[src/rtl/alu_issue_ctrl_if.sv]
// Request / ALU-drive / response bundle for alu_issue_ctrl.
// Latency: none (wires only).
// Backpressure: in_valid/in_ready on the request side, out_valid/out_ready on the response side.
//
// Ports (signals):
//   request  : in_valid, in_ready, in_a, in_b, alu_op, funct3, funct7_5
//   ALU drive: alu_a, alu_b, alu_a_invert, alu_b_invert, alu_carry_in, alu_operation
//   ALU ret  : alu_result, alu_carry_out, alu_zf
//   response : out_valid, out_ready, out_result, out_carry, out_zero, out_illegal, out_taken
// slave is the controller's view; master is the requester/ALU environment's view.
interface alu_issue_ctrl_if #(
    parameter int WIDTH = 64
);
    logic             in_valid;
    logic             in_ready;
    logic [WIDTH-1:0] in_a;
    logic [WIDTH-1:0] in_b;
    logic [1:0]       alu_op;
    logic [2:0]       funct3;
    logic             funct7_5;

    logic [WIDTH-1:0] alu_a;
    logic [WIDTH-1:0] alu_b;
    logic             alu_a_invert;
    logic             alu_b_invert;
    logic             alu_carry_in;
    logic [1:0]       alu_operation;

    logic [WIDTH-1:0] alu_result;
    logic             alu_carry_out;
    logic             alu_zf;

    logic             out_valid;
    logic             out_ready;
    logic [WIDTH-1:0] out_result;
    logic             out_carry;
    logic             out_zero;
    logic             out_illegal;
    logic             out_taken;

    modport slave (
        input  in_valid, in_a, in_b, alu_op, funct3, funct7_5,
        input  alu_result, alu_carry_out, alu_zf,
        input  out_ready,
        output in_ready,
        output alu_a, alu_b, alu_a_invert, alu_b_invert, alu_carry_in, alu_operation,
        output out_valid, out_result, out_carry, out_zero, out_illegal, out_taken
    );

    modport master (
        output in_valid, in_a, in_b, alu_op, funct3, funct7_5,
        output alu_result, alu_carry_out, alu_zf,
        output out_ready,
        input  in_ready,
        input  alu_a, alu_b, alu_a_invert, alu_b_invert, alu_carry_in, alu_operation,
        input  out_valid, out_result, out_carry, out_zero, out_illegal, out_taken
    );
endinterface

[src/rtl/alu_issue_ctrl.sv]
// Issues one decoded op to an external combinational ALU and returns a registered response.
// Latency: accept edge -> EXEC; next edge captures ALU outputs and raises out_valid (3 cycles min per op).
// Backpressure: in_ready only in IDLE; response held stable in DONE until out_ready.
//
// Ports: clk, rst_n (async active-low), bus (alu_issue_ctrl_if.slave: request, ALU drive/return, response).
// Optional feature: define ALU_BRANCH_EVAL_EN to evaluate BEQ/BNE into out_taken for alu_op 01;
// without it alu_op 01 is a plain SUB and out_taken stays 0.
module alu_issue_ctrl #(
    parameter int WIDTH = 64
) (
    input  logic           clk,
    input  logic           rst_n,
    alu_issue_ctrl_if.slave bus
);
    typedef enum logic [1:0] {IDLE = 2'd0, EXEC = 2'd1, DONE = 2'd2} state_t;

    state_t r_state, w_state_nxt;
    logic   w_in_ready, w_out_valid, w_accept, w_capture, w_release;

    // decoded controls for the request currently on the input side
    logic       w_legal, w_b_inv, w_cin;
    logic [1:0] w_op;

    logic [WIDTH-1:0] r_alu_a, r_alu_b;
    logic             r_alu_b_inv, r_alu_cin, r_illegal;
    logic [1:0]       r_alu_op;
    logic [WIDTH-1:0] r_out_result;
    logic             r_out_carry, r_out_zero, r_out_illegal;

`ifdef ALU_BRANCH_EVAL_EN
    logic w_branch, w_br_ne;
    logic r_branch, r_br_ne, r_out_taken;
`endif

    // ---------------- FSM ----------------
    always_ff @(posedge clk or negedge rst_n) begin
        if (!rst_n) r_state <= IDLE;
        else        r_state <= w_state_nxt;
    end

    always_comb begin
        w_state_nxt = r_state;
        w_in_ready  = 1'b0;
        w_out_valid = 1'b0;
        w_accept    = 1'b0;
        w_capture   = 1'b0;
        w_release   = 1'b0;
        case (r_state)
            IDLE: begin
                w_in_ready = 1'b1;
                if (bus.in_valid) begin
                    w_accept    = 1'b1;
                    w_state_nxt = EXEC;
                end
            end
            EXEC: begin
                w_capture   = 1'b1;
                w_state_nxt = DONE;
            end
            DONE: begin
                w_out_valid = 1'b1;
                if (bus.out_ready) begin
                    w_release   = 1'b1;
                    w_state_nxt = IDLE;
                end
            end
            default: w_state_nxt = IDLE;
        endcase
    end

    // ---------------- decode ----------------
    // ALU operation codes: 00 AND, 01 OR, 10 ADD. SUB is ADD with inverted B and carry-in 1.
    always_comb begin
        w_legal = 1'b0;
        w_b_inv = 1'b0;
        w_cin   = 1'b0;
        w_op    = 2'b00;
`ifdef ALU_BRANCH_EVAL_EN
        w_branch = 1'b0;
        w_br_ne  = 1'b0;
`endif
        case (bus.alu_op)
            2'b00: begin
                w_legal = 1'b1;
                w_op    = 2'b10;
            end
            2'b01: begin
`ifdef ALU_BRANCH_EVAL_EN
                // only BEQ (000) and BNE (001) are branch compares we can resolve
                if (bus.funct3 == 3'b000 || bus.funct3 == 3'b001) begin
                    w_legal  = 1'b1;
                    w_b_inv  = 1'b1;
                    w_cin    = 1'b1;
                    w_op     = 2'b10;
                    w_branch = 1'b1;
                    w_br_ne  = bus.funct3[0];
                end
`else
                w_legal = 1'b1;
                w_b_inv = 1'b1;
                w_cin   = 1'b1;
                w_op    = 2'b10;
`endif
            end
            2'b10: begin
                case ({bus.funct7_5, bus.funct3})
                    4'b0_000: begin w_legal = 1'b1; w_op = 2'b10; end
                    4'b1_000: begin w_legal = 1'b1; w_op = 2'b10; w_b_inv = 1'b1; w_cin = 1'b1; end
                    4'b0_111: begin w_legal = 1'b1; w_op = 2'b00; end
                    4'b0_110: begin w_legal = 1'b1; w_op = 2'b01; end
                    default:  ;
                endcase
            end
            default: ;
        endcase
    end

    // ---------------- datapath ----------------
    always_ff @(posedge clk or negedge rst_n) begin
        if (!rst_n) begin
            r_alu_a       <= '0;
            r_alu_b       <= '0;
            r_alu_b_inv   <= 1'b0;
            r_alu_cin     <= 1'b0;
            r_alu_op      <= 2'b00;
            r_illegal     <= 1'b0;
            r_out_result  <= '0;
            r_out_carry   <= 1'b0;
            r_out_zero    <= 1'b0;
            r_out_illegal <= 1'b0;
`ifdef ALU_BRANCH_EVAL_EN
            r_branch      <= 1'b0;
            r_br_ne       <= 1'b0;
            r_out_taken   <= 1'b0;
`endif
        end else begin
            if (w_accept) begin
                // an illegal op drives the ALU with all zeros
                r_alu_a     <= w_legal ? bus.in_a : '0;
                r_alu_b     <= w_legal ? bus.in_b : '0;
                r_alu_b_inv <= w_b_inv;
                r_alu_cin   <= w_cin;
                r_alu_op    <= w_op;
                r_illegal   <= !w_legal;
`ifdef ALU_BRANCH_EVAL_EN
                r_branch    <= w_branch;
                r_br_ne     <= w_br_ne;
`endif
            end else if (w_release) begin
                r_alu_a     <= '0;
                r_alu_b     <= '0;
                r_alu_b_inv <= 1'b0;
                r_alu_cin   <= 1'b0;
                r_alu_op    <= 2'b00;
            end
            if (w_capture) begin
                // the all-zero drive makes the ALU report zf=1, so the response is forced, not copied
                r_out_result  <= r_illegal ? '0 : bus.alu_result;
                r_out_carry   <= !r_illegal && bus.alu_carry_out;
                r_out_zero    <= !r_illegal && bus.alu_zf;
                r_out_illegal <= r_illegal;
`ifdef ALU_BRANCH_EVAL_EN
                r_out_taken   <= r_branch && (bus.alu_zf ^ r_br_ne);
`endif
            end
        end
    end

    assign bus.in_ready      = w_in_ready;
    assign bus.out_valid     = w_out_valid;
    assign bus.alu_a         = r_alu_a;
    assign bus.alu_b         = r_alu_b;
    assign bus.alu_a_invert  = 1'b0;      // no decoded op ever inverts A
    assign bus.alu_b_invert  = r_alu_b_inv;
    assign bus.alu_carry_in  = r_alu_cin;
    assign bus.alu_operation = r_alu_op;
    assign bus.out_result    = r_out_result;
    assign bus.out_carry     = r_out_carry;
    assign bus.out_zero      = r_out_zero;
    assign bus.out_illegal   = r_out_illegal;
`ifdef ALU_BRANCH_EVAL_EN
    assign bus.out_taken     = r_out_taken;
`else
    assign bus.out_taken     = 1'b0;
`endif
endmodule

[src/flat_wrapper.sv]
// flat-port wrapper written by rule: the top's interface ports become plain ports
module alu_issue_ctrl_flat 
#(
    parameter int WIDTH = 64
)
  (clk, rst_n, bus_in_valid, bus_in_a, bus_in_b, bus_alu_op, bus_funct3, bus_funct7_5, bus_alu_result, bus_alu_carry_out, bus_alu_zf, bus_out_ready, bus_in_ready, bus_alu_a, bus_alu_b, bus_alu_a_invert, bus_alu_b_invert, bus_alu_carry_in, bus_alu_operation, bus_out_valid, bus_out_result, bus_out_carry, bus_out_zero, bus_out_illegal, bus_out_taken);
  alu_issue_ctrl_if #(.WIDTH(WIDTH)) bus_i ();
  input  logic clk;
  input  logic rst_n;
  input wire logic [$bits(bus_i.in_valid)-1:0] bus_in_valid;
  input wire logic [$bits(bus_i.in_a)-1:0] bus_in_a;
  input wire logic [$bits(bus_i.in_b)-1:0] bus_in_b;
  input wire logic [$bits(bus_i.alu_op)-1:0] bus_alu_op;
  input wire logic [$bits(bus_i.funct3)-1:0] bus_funct3;
  input wire logic [$bits(bus_i.funct7_5)-1:0] bus_funct7_5;
  input wire logic [$bits(bus_i.alu_result)-1:0] bus_alu_result;
  input wire logic [$bits(bus_i.alu_carry_out)-1:0] bus_alu_carry_out;
  input wire logic [$bits(bus_i.alu_zf)-1:0] bus_alu_zf;
  input wire logic [$bits(bus_i.out_ready)-1:0] bus_out_ready;
  output wire logic [$bits(bus_i.in_ready)-1:0] bus_in_ready;
  output wire logic [$bits(bus_i.alu_a)-1:0] bus_alu_a;
  output wire logic [$bits(bus_i.alu_b)-1:0] bus_alu_b;
  output wire logic [$bits(bus_i.alu_a_invert)-1:0] bus_alu_a_invert;
  output wire logic [$bits(bus_i.alu_b_invert)-1:0] bus_alu_b_invert;
  output wire logic [$bits(bus_i.alu_carry_in)-1:0] bus_alu_carry_in;
  output wire logic [$bits(bus_i.alu_operation)-1:0] bus_alu_operation;
  output wire logic [$bits(bus_i.out_valid)-1:0] bus_out_valid;
  output wire logic [$bits(bus_i.out_result)-1:0] bus_out_result;
  output wire logic [$bits(bus_i.out_carry)-1:0] bus_out_carry;
  output wire logic [$bits(bus_i.out_zero)-1:0] bus_out_zero;
  output wire logic [$bits(bus_i.out_illegal)-1:0] bus_out_illegal;
  output wire logic [$bits(bus_i.out_taken)-1:0] bus_out_taken;
  assign bus_i.in_valid = bus_in_valid;
  assign bus_i.in_a = bus_in_a;
  assign bus_i.in_b = bus_in_b;
  assign bus_i.alu_op = bus_alu_op;
  assign bus_i.funct3 = bus_funct3;
  assign bus_i.funct7_5 = bus_funct7_5;
  assign bus_i.alu_result = bus_alu_result;
  assign bus_i.alu_carry_out = bus_alu_carry_out;
  assign bus_i.alu_zf = bus_alu_zf;
  assign bus_i.out_ready = bus_out_ready;
  assign bus_in_ready = bus_i.in_ready;
  assign bus_alu_a = bus_i.alu_a;
  assign bus_alu_b = bus_i.alu_b;
  assign bus_alu_a_invert = bus_i.alu_a_invert;
  assign bus_alu_b_invert = bus_i.alu_b_invert;
  assign bus_alu_carry_in = bus_i.alu_carry_in;
  assign bus_alu_operation = bus_i.alu_operation;
  assign bus_out_valid = bus_i.out_valid;
  assign bus_out_result = bus_i.out_result;
  assign bus_out_carry = bus_i.out_carry;
  assign bus_out_zero = bus_i.out_zero;
  assign bus_out_illegal = bus_i.out_illegal;
  assign bus_out_taken = bus_i.out_taken;
  alu_issue_ctrl #(.WIDTH(WIDTH)) u_core (.clk(clk), .rst_n(rst_n), .bus(bus_i));
endmodule
[config.mk]
export PLATFORM = sky130hd
export DESIGN_NAME = alu_issue_ctrl_flat
export DESIGN_NICKNAME = d
export VERILOG_FILES = /design/src/rtl/alu_issue_ctrl_if.sv /design/src/rtl/alu_issue_ctrl.sv /design/src/flat_wrapper.sv
export SDC_FILE = /design/constraint.sdc
export NUM_CORES = 1
export LEC_CHECK = 0
export ABC_AREA = 0
export BUFFER_PORTS_ARGS = -buffer_cell sky130_fd_sc_hd__buf_2
export CAP_MARGIN = 20
export CORE_AREA = 5 5 156 158
export CTS_BUF_LIST = sky130_fd_sc_hd__clkbuf_8
export DETAILED_ROUTE_END_ITERATION = 16
export DIE_AREA = 0 0 161 163
export PLACE_DENSITY = 0.64
export RECOVER_POWER = 100
export SYNTH_ARGS = -nofsm -noshare
export SYNTH_HDL_FRONTEND = slang
export SYNTH_SLANG_ARGS = --single-unit
[constraint.sdc]
create_clock -name clk -period 1.6 [get_ports clk]
set_input_delay 0 -clock clk [delete_from_list [all_inputs] [get_ports clk]]
set_output_delay 0 -clock clk [all_outputs]
set_load 0.03 [all_outputs]
Word level (Yosys, flattened, before mapping). Index checks and enable logic that the tools add are counted.

Flip-flop bits (word level): 201. Input port bits: 204. Output and inout port bits: 203. Word-level logic and storage cells: 57.

Eq/ne operators: 9. Muxes and demuxes: 26. Reductions and logical operators: 12.

Operators with widths (count): $mux 64 (6); $mux 1 (11); $eq 4x3->1 const B (2); $mux 2 (4); $pmux 2 s2 (2); $pmux 2 s3 (1); $eq 2x1->1 const B (2); $eq 2x2->1 const B (2); $eq 4x4->1 const B (1); $logic_not 2->1 (2); $logic_not 4->1 (1); $ne 2x2->1 const B (2); $pmux 1 s2 (2); $reduce_or 2->1 (2); $reduce_or 4->1 (1); $logic_and 1x1->1 (2); $logic_not 1->1 (2); $reduce_and 2->1 (1); $reduce_bool 2->1 (1).

Logic depth before layout (Yosys ltp). Gate-level depths: netlist (run 1).

Depth after elaboration: 6. Gate-level depth with buffers: 7. Mapped depth without buffers: 5.

Worst setup path after synthesis (run 1). No wires, ideal clock.

Kind: reg-to-reg. Start: reg u_core.r_state[0]. End: reg u_core.r_alu_a[10] (netlist: u_core.bus.alu_a[10]). Library setup time: 0.066 ns. Arrival: 1.563 ns. Slack: -0.030 ns. Stages on the path, launching flop included: 6. Period minus slack after synthesis: 1.630 ns. Path through: dfrtp_1 or4b_4 a31oi_4 buf_12 buf_12 a22o_1.

Longest elaborated chain between the ends: 3.

RTL lines: start, declared (RTL line alu_issue_ctrl.sv:17) `state_t r_state, w_state_nxt;`; start signal, assigned (RTL line alu_issue_ctrl.sv:38) `else r_state <= w_state_nxt;`; $eq 2x2->1 / $logic_not 2->1 (equally long branches) (RTL line alu_issue_ctrl.sv:48) `case (r_state)`; $mux 1 (RTL line alu_issue_ctrl.sv:48); $reduce_bool 2->1 (no source line) / $mux 64 (equally long branches); end signal, assigned (RTL line alu_issue_ctrl.sv:139) `r_alu_a <= w_legal ? bus.in_a : '0;`; end, declared (RTL line alu_issue_ctrl.sv:24) `logic [WIDTH-1:0] r_alu_a, r_alu_b;`.

Parallel ways exist; a longest one is shown, timed or not. A chain may end at the register's enable or synchronous reset.

Final worst setup path (run 1).
Start: reg u_core.r_state[0]. End: reg u_core.r_alu_a[19] (netlist: u_core.bus.alu_a[19]).

Same word-level chain as after synthesis.

==> results.py, run 1 <==
metrics = {
    "synthesis": {
        "ys_ff_latch": 201,
        "synth.distinct_cells": 27,
        "synthTopCellsByArea": "dfrtp_1, a22o_1, nand2b_1, o21ai_0, nand2_1",
        "syn_area_sq_um": 7870,
        "synthTopCellsByCount": "dfrtp_1, a22o_1, nand2b_1, nand2_1, o21ai_0",
        "synth_seq_area_share_pct": 63.9,
        "synthesis.instances": 612,
        "yosys_most_used_dff": "dfrtp_1",
        "async_flop_share_pct": 100,
        "syn_avg_cell_area_sq_um": 12.9,
        "yosysWarningCount": 0,
        "synth.most_common_cell": "dfrtp_1",
        "synth_edf_count": 0,
        "synth_top_cell_by_area": "dfrtp_1",
        "synth_top_area_share_pct": 63.9,
    },
    "worst_setup_path": {
        "path_max_fanout": 29,
        "end_kind": "flip-flop",
        "startpoint": "u_core.r_state[0]",
        "critPathMaxStageDelay_ns": 0.54,
        "required_ns": 2.03,
        "startpoint_type": "flip-flop",
        "cp.arrival_ns": 2.14,
        "timing.rr.start": "u_core.r_state[0]",
        "path_class": "reg2reg",
        "crit_slowest_cell": "or4b_4",
        "r2r_slack_ns": -0.11,
        "crit_path_cell_trace": "or4b_4 -> a31oi_4 -> buf_12 -> buf_16 -> a22o_1",
    },
    "sta": {
        "fin_ws_ns": -0.114,
        "worst_pin_slew_ns": 0.734,
        "finalHoldViolations": 1,
        "post-route-min-period_ns": 1.71,
        "setup_viol": 129,
        "slew_violations": 0,
        "fmax_ghz": 0.583,
        "post-route-period-util_pct": 107,
        "fin_skew_ns": 0.0252,
        "slew_headroom_pct": 51.1,
        "holdWs_ns": -0.00111,
        "grt_setup_unrepaired": "yes",
    },
    "pwr": {
        "power_density_nw_per_um2": 1740,
        "vdd_drop_max_uv": 1140,
        "total_power_mw": 22.4,
        "power.leakage_nw": 6.16,
    },
    "placed_design": {
        "numPortBuffers": 404,
        "placed_area_sq_um": 10200,
        "dp_hpwl_microns": 18100,
        "dp_slack_ns": -0.0912,
        "gp_congestion": 0.764,
    },
    "global_routing": {
        "overflow": 0,
        "grt_pass1_wl_microns": 45200,
        "grt_max_degree": 68,
        "track_usage_pct": 21.5,
        "antenna_found_initial": 3,
        "first_global_vias": 8270,
    },
    "clocking": {
        "htreeDepth": 2,
        "clockBufferDepth": 3,
        "clk_pin_slew_ns": 0.06,
        "clkSinkCount": 201,
        "cts_inserted_buffers": 37,
        "clk_latency_ns": 0.52,
        "cts_tree": "done",
        "cts_root_buf": "clkbuf_8",
    },
    "finish": {
        "regArea_sq_um": 5030,
        "multi_input_area_sq_um": 2350,
        "syn2layout_area_growth_pct": 63.8,
        "drive_gt1_share_pct": 24.1,
        "nNetsFinal": 1458,
        "finalInstanceArea_sq_um": 12900,
        "nFillCells": 1960,
        "final_core_util_pct": 56.1,
    },
    "run": {
        "max_cap_viol_count": 0,
    },
    "detailed_routing": {
        "drt-initial-drc-count": 398,
        "drt_first_pass_iters": 6,
        "routedWlPerCell_microns": 18.5,
        "via_per_inst": 4.79,
        "drc": 0,
        "ant_nets": 0,
        "drt-total-wl_microns": 29000,
        "via_count": 7530,
    },
    "floorplanning": {
        "die_area_sq_um": 26200,
        "core_sq_um": 23000,
        "die_w_microns": 161,
        "io_pins": 407,
        "rows": 56,
        "initial_core_util_pct": 34.3,
        "fp.dieH_microns": 163,
    },
    "run_status": {
        "violations": "hold timing, setup timing",
        "status": "finished, violations left",
    },
    "hold_path": {
        "hp-class": "in2async",
    },
}
-- critical path, delay by kind of cell (launching register included) --
family | cells | cell delay [ns]
compound gates | 2 | 0.36
buf+inv | 2 | 0.36
simple gates | 1 | 0.54
flops | 1 | 0.38
-- worst paths after layout --
kind / to / depth (start not counted)
hold reg to reg: u_core.bus.out_result[54] / 2
hold / removal: u_core.bus.out_result[63] / 2
setup reg to reg: u_core.bus.alu_a[19] / 5
max in group asynchronous: u_core.bus.alu_a[48] / 3
min in group clk: u_core.bus.alu_operation[1] / 5
setup / recovery: u_core.bus.alu_a[19] / 5
-- layer usage --
metal  wire (microns)  track usage [%]  vias up
met5                0                0        -
met4             1040             8.92        0
met3             2800             7.34       71
met2            14600             37.6      422
met1            10500             24.0     3588
li1                 -                -     3449
-- cells by family (layout without fill, tap and decap cells) --
logic type      after synthesis  count (layout)  synth area share [%]
fa+ha+maj                     4               4                 0.636
other cells                   1               9                0.0476
mux                           2               2                 0.270
buf+inv                      58             720                  6.37
compound gates              201             201                  19.3
flops                       201             201                  63.9
simple gates                145             145                  9.53
-- stage by stage --
step,setup TNS (ns),std cells
2_1_floorplan,-2.97,613
3_3_place_gp,-2.76,1289
3_5_place_dp,-4.97,1289
4_1_cts,-6.53,1561
5_1_grt,-19.83,1568
6_report,-9.01,1572
-- state kept, by name, indices dropped and copies added (netlist names) --
name and count:
u_core.bus.alu_a 64, u_core.bus.alu_b 64, u_core.bus.alu_b_invert 1, u_core.bus.alu_operation 2
u_core.bus.out_carry 1, u_core.bus.out_illegal 1, u_core.bus.out_result 64, u_core.bus.out_zero 1
u_core.r_illegal 1, u_core.r_state 2
-- cell usage in the layout (no fill, tap or decap), types with 2 or more instances in the layout --
cell	count
dfrtp_1	201
clkbuf_8	51
nand2b_1	67
clkinv_2	3
clkbuf_2	3
bufinv_16	2
a22o_1	129
clkbuf_1	203
conb_1	2
nor2_1	3
inv_1	12
buf_6	8
nand2_1	67
o21ai_0	67
buf_12	9
diode_2	7
ha_1	4
dlygate4sd3_1	205
or4b_4	2
buf_4	15
buf_2	204
-- power by group --
part,internal [mW],switching (mW),total (mW),leakage (nW)
clock,3.10,2.12,5.22,0.442
sequential,6.75,1.02,7.78,2.70
combinational,2.92,6.49,9.40,3.02
-- area by class of cell --
class	instances	area share, %
clock buffer	50	5.33
sequential	201	39.0
inverter	4	0.116
multi-input combinational	354	18.2
timing repair buffer	652	33.5
clock inverter	14	0.873
antenna	7	0.136
tap	290	2.81
-- what timing repair did --
| item | CTS | global route |
|---|---|---|
| endpoints found under the setup margin | 118 | 128 |
| cloned | 0 | 1 |
| hold endpoints to repair | 401 | 0 |
| hold buffers | 205 | 0 |
| buffers inserted | 3 | 3 |
| pin swaps | 1 | 3 |
| gates resized for setup | 2 | 12 |
(Power assumes the default switching activity.)
==> inputs of run 2 (changes only) <==
Settings changed: CAP_MARGIN 20 to 15, PLACE_DENSITY 0.64 to 0.74.
==> run 2 against run 1 <==
Against the previous run: the flow finishes with violations (setup timing); cell count shrank 0.70%; setup slack lost 0.051 ns; combinational power grew 0.4%.
==> results.py, run 2 (synthesis gave the netlist of run 1 again) <==
metrics = {
    "floorplanning": {
        "die_w_microns": 161,
        "initial_core_util_pct": 34.3,
        "io_pins": 407,
        "fp.dieH_microns": 163,
        "die_area_sq_um": 26200,
        "rows": 56,
        "core_sq_um": 23000,
    },
    "global_routing": {
        "antenna_found_initial": 4,
        "track_usage_pct": 22.0,
        "grt_pass1_wl_microns": 45900,
        "overflow": 0,
        "first_global_vias": 8415,
        "grt_max_degree": 56,
    },
    "detailed_routing": {
        "drt_first_pass_iters": 7,
        "via_per_inst": 4.89,
        "drt-total-wl_microns": 30200,
        "drt-initial-drc-count": 530,
        "ant_nets": 0,
        "via_count": 7640,
        "drc": 0,
        "routedWlPerCell_microns": 19.3,
    },
    "finish": {
        "drive_gt1_share_pct": 23.1,
        "nNetsFinal": 1452,
        "final_cell_mix": "buf_2, clkbuf_1, dlygate4sd3_1, dfrtp_1, a22o_1",
        "final_core_util_pct": 55.2,
        "syn2layout_area_growth_pct": 61.0,
    },
    "worst_setup_path": {
        "end_kind": "flip-flop",
        "r2r_slack_ns": -0.17,
        "required_ns": 2.04,
        "startpoint_type": "flip-flop",
        "cp.arrival_ns": 2.20,
        "path_max_fanout": 36,
        "path_class": "reg2reg",
    },
    "sta": {
        "fin_skew_ns": 0.0208,
        "setup_viol": 122,
        "worst_pin_slew_ns": 0.827,
        "slew_headroom_pct": 44.9,
        "grt_setup_unrepaired": "yes",
        "slew_violations": 0,
        "fin_ws_ns": -0.165,
        "post-route-min-period_ns": 1.77,
        "setup_tns_ns": -11.86,
        "finalHoldViolations": 0,
        "post-route-period-util_pct": 110,
        "fmax_ghz": 0.566,
    },
    "clocking": {
        "clk_pin_slew_ns": 0.06,
        "clkSinkCount": 201,
        "cts_root_buf": "clkbuf_8",
        "clk_latency_ns": 0.52,
        "cts_inserted_buffers": 36,
        "clockBufferDepth": 3,
        "cts_tree": "done",
        "htreeDepth": 2,
    },
    "placed_design": {
        "dp_hpwl_microns": 18300,
        "gp_congestion": 0.822,
        "numPortBuffers": 404,
    },
    "pwr": {
        "vdd_drop_max_uv": 983,
        "power.leakage_nw": 6.07,
        "power_density_nw_per_um2": 1730,
    },
    "run_status": {
        "violations": "setup timing",
        "status": "finished, violations left",
    },
    "hold_path": {
        "hp-class": "in2reg",
    },
    "run": {
        "max_cap_viol_count": 0,
    },
}
## run 2: metrics by stage
stage	worst slack (ns)	std cells	power [mW]	hold slack (ns)	instance area, sq um
floorplan	-0.0297	613	13.9	-0.296	7880
global placement	-0.0849	1286	16.8	-0.0526	10200
detailed placement	-0.135	1286	17.0	-0.0533	10200
CTS	-0.161	1551	22.1	0.0335	12900
global route	-0.217	1561	23.0	0.0641	12700
finish	-0.165	1561	21.9	0.0644	12700
## run 2: worst paths after layout
path | from | end | cells after the start
min in group asynchronous | rst_n | u_core.bus.out_result[20] | 3
hold reg to reg | u_core.bus.out_zero | u_core.bus.out_zero | 2
setup reg to reg | u_core.r_state[0] | u_core.bus.alu_a[47] | 5
hold / removal | bus_funct3[2] | u_core.bus.alu_operation[1] | 5
setup / recovery | u_core.r_state[0] | u_core.bus.alu_a[47] | 5
max in group asynchronous | rst_n | u_core.bus.alu_a[43] | 3
## run 2: power breakdown
part | switching, mW | internal (mW)
logic | 6.55 | 2.89
registers | 1.10 | 6.75
clock network | 2.10 | 2.52
total | 9.75 | 12.2
## run 2: metal layers
metal	GRT usage (%)	share of wire [%]
met1	24.7	37
met2	38.0	50
met3	6.58	8.8
met4	11.4	4.5
met5	0	0
## run 2: what timing repair did
item,4_1_cts,5_1_grt
setup buffers,1,2
hold endpoints to repair,401,0
endpoints found under the setup margin,122,125
gates cloned,0,4
resized for setup,2,10
hold buffers,203,0
pin swaps,0,1
## run 2: cell type report
| class | count | area, sq um |
|---|---|---|
| multi-input cells | 355 | 2360 |
| well taps | 290 | 363 |
| diodes | 4 | 10.0 |
| inverters | 4 | 15.0 |
| flip-flops and latches | 201 | 5030 |
| clock buffers | 45 | 619 |
| fillers | 1927 | 10300 |
| clock inverters | 16 | 68.8 |
| repair buffers | 646 | 4210 |
## run 2: critical path, stage by stage, from the launching register on
cell and delay, ns:
dfrtp_1 0.39, or4b_4 0.54, a31oi_4 0.20, buf_12 0.18, buf_16 0.19, a22o_1 0.19
==> inputs of run 3 (changes only) <==
==> constraint.sdc (replaced) <==
create_clock -name clk -period 1.6 [get_ports clk]
set_input_delay 0 -clock clk [delete_from_list [all_inputs] [get_ports clk]]
set_output_delay 0 -clock clk [all_outputs]
set_load 0.1 [all_outputs]
==> run 3 against run 2 <==
Against the previous run: the flow still finishes with violations (setup timing); setup slack worse by 0.0050 ns; first-iteration DRC count up 23%; critical path depth up 1; utilization up 2.2 points; largest cell class unchanged; die area unchanged; clock skew down 0.0030 ns; wire length up 4.5%.
==> results.py, run 3 (synthesis gave the netlist of run 1 again) <==
metrics = {
    "run_status": {
        "status": "finished, violations left",
        "violations": "setup timing",
    },
    "floorplanning": {
        "io_pins": 407,
        "die_w_microns": 161,
        "initial_core_util_pct": 34.3,
        "rows": 56,
        "core_sq_um": 23000,
        "die_area_sq_um": 26200,
        "fp.dieH_microns": 163,
    },
    "sta": {
        "fmax_ghz": 0.565,
        "worst_pin_slew_ns": 1.37,
        "fin_skew_ns": 0.0178,
        "fin_ws_ns": -0.170,
        "slew_violations": 0,
        "setup_viol": 128,
        "post-route-min-period_ns": 1.77,
        "slew_headroom_pct": 8.42,
        "grt_setup_unrepaired": "yes",
        "holdWs_ns": 0.0714,
        "post-route-period-util_pct": 111,
        "finalHoldViolations": 0,
    },
    "worst_setup_path": {
        "end_kind": "flip-flop",
        "crit_slowest_cell": "or4b_4",
        "cp.arrival_ns": 2.22,
        "required_ns": 2.05,
        "path_max_fanout": 7,
        "critPathTopFamily": "simple AND/OR/NAND/NOR gates",
        "startpoint_type": "flip-flop",
        "crit_path_cell_trace": "or4b_4 -> a31oi_4 -> buf_12 -> clkbuf_16 -> clkbuf_16 -> a22o_1",
        "r2r_slack_ns": -0.17,
        "crit_buf_inv": 3,
        "critPathMaxStageDelay_ns": 0.54,
        "path_class": "reg2reg",
        "cpMostUsedCell": "clkbuf_16",
    },
    "clocking": {
        "clk_latency_ns": 0.51,
        "clk_pin_slew_ns": 0.06,
        "clkSinkCount": 201,
        "clockBufferDepth": 3,
        "cts_root_buf": "clkbuf_8",
        "cts_tree": "done",
        "cts_inserted_buffers": 36,
        "htreeDepth": 2,
    },
    "placed_design": {
        "gp_congestion": 0.817,
        "numPortBuffers": 404,
        "dp_hpwl_microns": 17900,
    },
    "detailed_routing": {
        "drt-initial-drc-count": 652,
        "via_per_inst": 5.02,
        "routedWlPerCell_microns": 20.1,
        "drt_first_pass_iters": 5,
        "drt-total-wl_microns": 31500,
        "ant_nets": 0,
        "via_count": 7866,
        "drc": 0,
    },
    "hold_path": {
        "hp-class": "in2reg",
    },
    "finish": {
        "regArea_sq_um": 5030,
        "final_common_cell": "buf_2",
        "drive_gt1_share_pct": 39.9,
        "multi_input_area_sq_um": 2360,
        "syn2layout_area_growth_pct": 67.5,
        "final_cell_mix": "buf_2, dfrtp_1, dlygate4sd3_1, a22o_1",
        "nNetsFinal": 1458,
        "nFillCells": 1763,
    },
    "global_routing": {
        "first_global_vias": 8554,
        "antenna_found_initial": 3,
        "grt_max_degree": 69,
        "track_usage_pct": 22.5,
        "grt_pass1_wl_microns": 46900,
        "overflow": 0,
    },
    "run": {
        "max_cap_viol_count": 0,
    },
}
[run 3: cell types whose count changed in the layout (fill, tap and decap cells not counted), moves of 2 or more]
cell	before	now
dlygate4sd3_1	202	200
buf_12	7	12
clkbuf_1	205	0
buf_6	4	6
o21ai_1	7	0
clkbuf_16	1	7
buf_8	0	4
o21ai_0	60	67
buf_2	205	402
nor2_1	4	2
nor2_2	0	2
clkbuf_8	45	43
[run 3: what timing repair did]
item | 4_1_cts | 5_1_grt
setup buffers | 3 | 1
gates cloned | 1 | 8
hold endpoints to repair | 400 | 2
endpoints found under the setup margin | 126 | 128
resized for setup | 4 | 12
pin swaps | 0 | 13
hold buffers | 199 | 1
[run 3: metal layers]
layer	part of all wire, %	track usage (%)	vias to the layer above	wire length (microns)
met5	0	0	-	0
met4	3.5	9.07	0	1100
met3	9.2	7.37	77	2910
met2	51	40.5	470	16200
met1	36	24.5	3863	11300
li1	-	-	3456	-
[run 3: worst paths after layout]
| kind | startpoint | to | depth (start not counted) |
|---|---|---|---|
| worst max-delay path | u_core.r_state[1] | u_core.bus.alu_b[49] | 6 |
| worst min register to register | u_core.bus.out_result[29] | u_core.bus.out_result[29] | 2 |
| max in group asynchronous | rst_n | u_core.bus.alu_a[46] | 3 |
| worst max register to register | u_core.r_state[1] | u_core.bus.alu_b[49] | 6 |
| min in group asynchronous | rst_n | u_core.bus.out_result[14] | 2 |
| worst min-delay path | bus_funct3[2] | u_core.bus.alu_operation[1] | 5 |
[run 3: layout make-up]
| cell class | count | area share (%) |
|---|---|---|
| antenna | 5 | 0.0949 |
| clock buffer | 43 | 4.49 |
| clock inverter | 18 | 0.588 |
| inverter | 4 | 0.114 |
| multi-input combinational | 354 | 17.9 |
| sequential | 201 | 38.1 |
| tap | 290 | 2.75 |
| timing repair buffer | 653 | 35.9 |
[run 3: worst register-to-register path: stages (launching register included)]
cell       delay, ns
dfrtp_1         0.37
or4b_4          0.54
a31oi_4         0.18
buf_12          0.15
clkbuf_16       0.16
clkbuf_16       0.15
a22o_1          0.15
[run 3: stage by stage]
stage	util (%)	cell area [sq um]	TNS [ns]	cells	worst slack, ns
final	57.4	13200	-13.82	1568	-0.170
after global routing	57.4	13200	-20.52	1567	-0.208
after CTS	56.4	13000	-10.16	1554	-0.118
after detailed placement	44.5	10200	-8.90	1290	-0.112
after global placement	44.5	10200	-5.09	1290	-0.0672
after floorplan	-	7880	-4.32	613	-0.0430
Power of run 3 is left out: the tool's default activity adds up to more than one toggle a clock period on the data nets, which glitch-free logic cannot reach.
